==> config.mk <==
export PLATFORM = sky130hd
export DESIGN_NAME = mem_port_arbiter
export DESIGN_NICKNAME = d
export VERILOG_FILES = /design/src/rtl/mem_port_arbiter.sv
export SDC_FILE = /design/constraint.sdc
export NUM_CORES = 1
export LEC_CHECK = 0
export ABC_CLOCK_PERIOD_IN_PS = 2720
export BUFFER_PORTS_ARGS = -buffer_cell sky130_fd_sc_hd__buf_2
export CAP_MARGIN = 0
export CORE_AREA = 2 2 217 219
export CTS_BUF_LIST = sky130_fd_sc_hd__clkbuf_16
export DETAILED_ROUTE_END_ITERATION = 8
export DIE_AREA = 0 0 219 221
export GPL_TIMING_DRIVEN = 0
export PLACE_DENSITY = 0.35
export SLEW_MARGIN = 40
export SYNTH_ARGS = -nofsm -noshare
export SYNTH_HDL_FRONTEND = slang
export SYNTH_SLANG_ARGS = --single-unit
==> constraint.sdc <==
create_clock -name clk_i -period 2.72 [get_ports clk_i]
set_input_delay 0.544 -clock clk_i [delete_from_list [all_inputs] [get_ports clk_i]]
set_output_delay 0.544 -clock clk_i [all_outputs]
set_load 0.03 [all_outputs]
==> src/rtl/mem_port_arbiter.sv <==
// Round-robin arbiter sharing one req/gnt/rvalid memory port between NUM_PORTS requesters.
// An in-order ID FIFO steers each downstream rvalid back to the requester that issued it.
module mem_port_arbiter #(
   parameter int unsigned NUM_PORTS       = 2,
   parameter int unsigned ADDRESS_SIZE    = 64,
   parameter int unsigned DATA_WIDTH      = 64,
   parameter int unsigned MAX_OUTSTANDING = 4
) (
   input  logic                                   clk_i,
   input  logic                                   rst_i,
   input  logic [NUM_PORTS-1:0]                   req_i,
   input  logic [NUM_PORTS*ADDRESS_SIZE-1:0]      address_i,
   input  logic [NUM_PORTS*DATA_WIDTH-1:0]        data_wdata_i,
   input  logic [NUM_PORTS-1:0]                   data_we_i,
   input  logic [NUM_PORTS*DATA_WIDTH/8-1:0]      data_be_i,
   output logic [NUM_PORTS-1:0]                   gnt_o,
   output logic [NUM_PORTS-1:0]                   rvalid_o,
   output logic [DATA_WIDTH-1:0]                  rdata_o,
   output logic [ADDRESS_SIZE-1:0]                mem_address_o,
   output logic [DATA_WIDTH-1:0]                  mem_wdata_o,
   output logic                                   mem_req_o,
   output logic                                   mem_we_o,
   output logic [DATA_WIDTH/8-1:0]                mem_be_o,
   input  logic                                   mem_gnt_i,
   input  logic                                   mem_rvalid_i,
   input  logic [DATA_WIDTH-1:0]                  mem_rdata_i,
   output logic [$clog2(MAX_OUTSTANDING+1)-1:0]   outstanding_o,
   output logic                                   err_o
);

   localparam int unsigned IDW   = (NUM_PORTS > 1) ? $clog2(NUM_PORTS) : 1;
   localparam int unsigned SUM_W = IDW + 1;
   localparam int unsigned BEW   = DATA_WIDTH / 8;
   localparam int unsigned PTR_W = (MAX_OUTSTANDING > 1) ? $clog2(MAX_OUTSTANDING) : 1;
   localparam int unsigned CNT_W = $clog2(MAX_OUTSTANDING + 1);

   localparam logic [CNT_W-1:0] CNT_FULL  = CNT_W'(MAX_OUTSTANDING);
   localparam logic [PTR_W-1:0] PTR_LAST  = PTR_W'(MAX_OUTSTANDING - 1);
   localparam logic [IDW-1:0]   PORT_LAST = IDW'(NUM_PORTS - 1);
   localparam logic [SUM_W-1:0] PORT_NUM  = SUM_W'(NUM_PORTS);

   typedef enum logic {
      ARB  = 1'b0,
      HOLD = 1'b1
   } arb_state_e;

   arb_state_e       lock_q, lock_d;
   logic [IDW-1:0]   sel_q, sel_d;
   logic [IDW-1:0]   rr_q, rr_d;
   logic [IDW-1:0]   fifo_q [MAX_OUTSTANDING];
   logic [PTR_W-1:0] wr_ptr_q, wr_ptr_d;
   logic [PTR_W-1:0] rd_ptr_q, rd_ptr_d;
   logic [CNT_W-1:0] cnt_q, cnt_d;
   logic             err_q, err_d;

   logic [IDW-1:0]   sel;
   logic             sel_valid;
   logic             push;
   logic             pop;
   logic             found;
   logic [SUM_W-1:0] cand;

   logic [ADDRESS_SIZE-1:0] addr_a  [NUM_PORTS];
   logic [DATA_WIDTH-1:0]   wdata_a [NUM_PORTS];
   logic [BEW-1:0]          be_a    [NUM_PORTS];

   for (genvar k = 0; k < NUM_PORTS; k++) begin : g_unpack
      assign addr_a[k]  = address_i[k*ADDRESS_SIZE +: ADDRESS_SIZE];
      assign wdata_a[k] = data_wdata_i[k*DATA_WIDTH +: DATA_WIDTH];
      assign be_a[k]    = data_be_i[k*BEW +: BEW];
   end

   // Selection, downstream mux, upstream steering and next state
   always_comb begin
      sel           = sel_q;
      sel_valid     = 1'b0;
      found         = 1'b0;
      cand          = '0;
      lock_d        = lock_q;
      sel_d         = sel_q;
      rr_d          = rr_q;
      wr_ptr_d      = wr_ptr_q;
      rd_ptr_d      = rd_ptr_q;
      cnt_d         = cnt_q;
      err_d         = err_q;
      gnt_o         = '0;
      rvalid_o      = '0;
      mem_req_o     = 1'b0;
      mem_address_o = '0;
      mem_wdata_o   = '0;
      mem_we_o      = 1'b0;
      mem_be_o      = '0;

      if (lock_q == HOLD) begin
         sel_valid = 1'b1;
      end else if (cnt_q != CNT_FULL) begin
         for (int unsigned i = 0; i < NUM_PORTS; i++) begin
            cand = {1'b0, rr_q} + SUM_W'(i);
            if (cand >= PORT_NUM) cand = cand - PORT_NUM;
            if (!found && req_i[cand[IDW-1:0]]) begin
               found = 1'b1;
               sel   = cand[IDW-1:0];
            end
         end
         sel_valid = found;
      end
      // Reset must silence the port combinationally, even with requests pending
      sel_valid = sel_valid & ~rst_i;

      push = sel_valid & mem_gnt_i;
      pop  = mem_rvalid_i & (cnt_q != '0) & ~rst_i;

      if (sel_valid) begin
         mem_req_o     = 1'b1;
         mem_address_o = addr_a[sel];
         mem_wdata_o   = wdata_a[sel];
         mem_we_o      = data_we_i[sel];
         mem_be_o      = be_a[sel];
      end

      if (push) gnt_o[sel] = 1'b1;
      if (pop)  rvalid_o[fifo_q[rd_ptr_q]] = 1'b1;

      case (lock_q)
         ARB: begin
            if (sel_valid && !mem_gnt_i) begin
               lock_d = HOLD;
               sel_d  = sel;
            end
         end
         HOLD: begin
            if (mem_gnt_i) lock_d = ARB;
         end
         default: lock_d = ARB;
      endcase

      if (push) begin
         rr_d     = (sel == PORT_LAST) ? '0 : sel + IDW'(1);
         wr_ptr_d = (wr_ptr_q == PTR_LAST) ? '0 : wr_ptr_q + PTR_W'(1);
      end
      if (pop) rd_ptr_d = (rd_ptr_q == PTR_LAST) ? '0 : rd_ptr_q + PTR_W'(1);
      if (push && !pop) cnt_d = cnt_q + CNT_W'(1);
      if (!push && pop) cnt_d = cnt_q - CNT_W'(1);
      if (mem_rvalid_i && cnt_q == '0) err_d = 1'b1;
   end

   always_ff @(posedge clk_i or posedge rst_i) begin
      if (rst_i) begin
         lock_q   <= ARB;
         sel_q    <= '0;
         rr_q     <= '0;
         wr_ptr_q <= '0;
         rd_ptr_q <= '0;
         cnt_q    <= '0;
         err_q    <= 1'b0;
         for (int i = 0; i < int'(MAX_OUTSTANDING); i++) fifo_q[i] <= '0;
      end else begin
         lock_q   <= lock_d;
         sel_q    <= sel_d;
         rr_q     <= rr_d;
         wr_ptr_q <= wr_ptr_d;
         rd_ptr_q <= rd_ptr_d;
         cnt_q    <= cnt_d;
         err_q    <= err_d;
         if (push) fifo_q[wr_ptr_q] <= sel;
      end
   end

   assign rdata_o       = mem_rdata_i;
   assign outstanding_o = cnt_q;
   assign err_o         = err_q;

endmodule
==> results.sh <==
export IMPL_synth_compound_area_share_pct=36.8
export IMPL_yosys_area_share_simple_pct=21.5
export IMPL_final_util_pct=19.0
export IMPL_drt_antenna_violating_nets=0
export IMPL_place_congestion=0.801
export IMPL_synth_top_family_by_area="compound AO/OA/AOI/OAI gates"
export IMPL_htree_num_levels=1
export IMPL_clk_path_buf_depth=2
export IMPL_ys_seq_area_share_pct=9.78
export IMPL_die_height_microns=221
export IMPL_yosysWarnings=0
export IMPL_grt_pass1_vias=6470
export IMPL_start_util_pct=8.33
export IMPL_endpoint_kind="output port"
export IMPL_vias=6670
export IMPL_syn2layout_area_growth_pct=128
export IMPL_grt_pass1_wl_microns=40100
export IMPL_maxCapViolCount=0
export IMPL_netlist_area_sq_um=3840
export IMPL_crit_required_ps=2180
export IMPL_detail_route_vias_per_cell=3.82
export IMPL_synthCells=623
export IMPL_critPathKind="reg2out"
export IMPL_synthMuxAreaShare_pct=3.78
export IMPL_gr_total_overflow=0
export IMPL_leakage_uw=0.00415
export IMPL_drive_gt1_share_pct=65.0
export IMPL_ir_drop_uv=352
export IMPL_rows=79
export IMPL_synth_xor_area_share_pct=0.684
export IMPL_synthAdderAreaFrac_pct=2.48
export IMPL_fin_crit_ps=2780
export IMPL_reg2reg_depth=10
export IMPL_first_iter_violations=284
export IMPL_setup_viol=28
export IMPL_port_buffers=489
export IMPL_grt_max_degree=17
export IMPL_final_setup_tns_ps=-752
export IMPL_synth_fp_nets=974
export IMPL_ios=554
export IMPL_clk_latency_ps=250
export IMPL_hold_viol=0
export IMPL_power_density_nw_per_um2=848
export IMPL_clock_fmax_mhz=360
export IMPL_holdCritPathClass="in2async"
export IMPL_violations="setup timing"
export IMPL_first_pass_iters=5
export IMPL_final_nets=1489
export IMPL_slew_violations=0
export IMPL_fin_crit_sh_pct=102
export IMPL_holdWs_ps=296
export IMPL_yosysUniqueCellTypes=36
export IMPL_worst_slack_ps=-56.5
export IMPL_antenna_found_initial=3
export IMPL_cp_max_fo=5
export IMPL_grt_use_total_pct=10.9
export IMPL_clock_sinks=15
export IMPL_multi_input_area_sq_um=2880
export IMPL_skew_ps=7.24
export IMPL_cts_root_buf="clkbuf_16"
export IMPL_syn_avg_cell_area_sq_um=6.16
export IMPL_wirelength_microns=29900
export IMPL_dp_hpwl_microns=23400
export IMPL_cts_tree="built"
export IMPL_dp_cells=1719
export IMPL_status="finished, violations left"
export IMPL_yosys_register_bits=15
export IMPL_die_width_microns=219
export IMPL_final_cell_count_no_fill=1746
export IMPL_rsz0062_at_grt="yes"
export IMPL_clkTransAtPathRegs_ps=50
export IMPL_cts_made_buffers=3
export IMPL_cp_start_kind="flip-flop"
export IMPL_worst_pin_slew_ps=662
export IMPL_drcViolationCount=0
export IMPL_routedWlPerCell_microns=17.2
export IMPL_nFillCells=5273
export IMPL_die_area_sq_um=48400
export IMPL_worstPathArrival_ps=2230
export IMPL_seq_area_sq_um=377
export IMPL_core_sq_um=46100
export IMPL_slew_headroom_pct=55.7
registers in the layout (all words and copies together) (netlist names):
signal / cells
fifo_q: 4
outstanding_o: 3
err_o: 1
rr_q: 1
sel_q: 1
lock_q: 1
rd_ptr_q: 2
wr_ptr_q: 2
synth_stat cells:
master	n	area share, %
xor2_1	2	0.46
nand4_1	1	0.16
or4b_1	1	0.26
a31o_2	1	0.23
dfrtp_1	15	9.8
nor3_1	2	0.26
nand3_1	141	18
mux2_1	2	0.59
fa_1	1	0.52
inv_2	1	0.098
a31oi_4	1	0.55
o21ai_1	46	6.0
mux4_2	1	0.59
or3b_4	1	0.29
buf_6	15	4.4
or3_1	1	0.16
nand2_2	1	0.16
nor3b_1	1	0.20
nor2b_1	1	0.16
clkbuf_1	27	2.6
a21oi_1	138	18
mux2_2	8	2.3
nor2_1	6	0.59
and2_1	1	0.16
mux2i_1	1	0.26
a21o_1	1	0.20
inv_1	7	0.68
nand3_2	1	0.26
and4_4	1	0.29
o21ai_0	91	12
buf_2	27	3.5
nand2_1	2	0.20
xnor2_1	1	0.23
ha_1	6	2.0
clkbuf_2	2	0.26
buf_4	68	13
cells by family after synthesis:
| logic type | Yosys count |
|---|---|
| compound gates | 278 |
| simple gates | 161 |
| buf+inv | 147 |
| flops | 15 |
| mux | 12 |
| fa+ha+maj | 7 |
| xor+xnor | 3 |
placed cells by master (no fill, tap or decap), types with 13 or more instances in the layout:
| master | netlist | layout |
|---|---|---|
| o21ai_1 | 46 | 77 |
| buf_2 | 27 | 368 |
| dfrtp_1 | 15 | 14 |
| buf_4 | 68 | 176 |
| a21oi_2 | 0 | 36 |
| buf_12 | 0 | 13 |
| a21oi_1 | 138 | 99 |
| buf_8 | 0 | 18 |
| buf_6 | 15 | 41 |
| nand3_1 | 141 | 129 |
| o21ai_0 | 91 | 44 |
worst max-delay path, stage by stage (launching register included):
cell	delay (ps)
dfrtp_1	390
or3b_4	440
a31oi_4	170
buf_12	150
buf_12	160
buf_12	140
clkbuf_16	150
o21ai_2	50
a21oi_1	140
buf_4	190
stage by stage:
stage,area [sq um],power [uW],setup slack (ps)
after global routing,8730,7920,-138
after floorplan,3840,3830,87.3
after global placement,7050,5590,-898
after CTS,7960,6690,-60.7
final,8730,7400,-56.5
after detailed placement,7050,5580,-815
per-layer routing:
metal	share of wire (%)	track usage [%]	up-vias	wire length [microns]
met5	0	0	-	0
met4	0.71	1.13	0	213
met3	6.1	1.10	8	1830
met2	52	20.4	310	15400
met1	42	13.6	3135	12500
li1	-	-	3217	-
power breakdown:
| part | total (uW) | internal [uW] | switching [uW] | leakage, uW |
|---|---|---|---|---|
| clock network | 294 | 198 | 95.9 | 0.0000371 |
| registers | 417 | 333 | 83.8 | 0.000176 |
| logic | 6690 | 2750 | 3940 | 0.00394 |
final timing paths:
path                             startpoint                end  slack (ps)
max                        outstanding_o[1]  mem_address_o[26]         -60
min                                   rst_i              err_o         300
max reg2reg                outstanding_o[0]   outstanding_o[2]         190
min reg2reg                           err_o              err_o         450
max in group asynchronous             rst_i   outstanding_o[0]        2150
min in group clk_i                    err_o              err_o         450
layout make-up:
cell class                 count  share of cell area (%)
inverter                       8                   0.387
sequential                    15                    4.31
timing repair buffer         510                    37.3
antenna                        2                  0.0573
clock buffer                   3                   0.860
buffer                       139                    15.3
tap                          607                    8.70
clock inverter                 1                  0.0860
multi-input combinational    461                    32.9
timing repair:
item	in CTS	in global routing
resized for setup	247	223
hold buffers	0	0
endpoints found under the setup margin	139	138
buffers inserted	10	3
pin swaps	8	49
cloned	1	8
endpoints found under the hold margin	0	0
(Power assumes the default switching activity.)
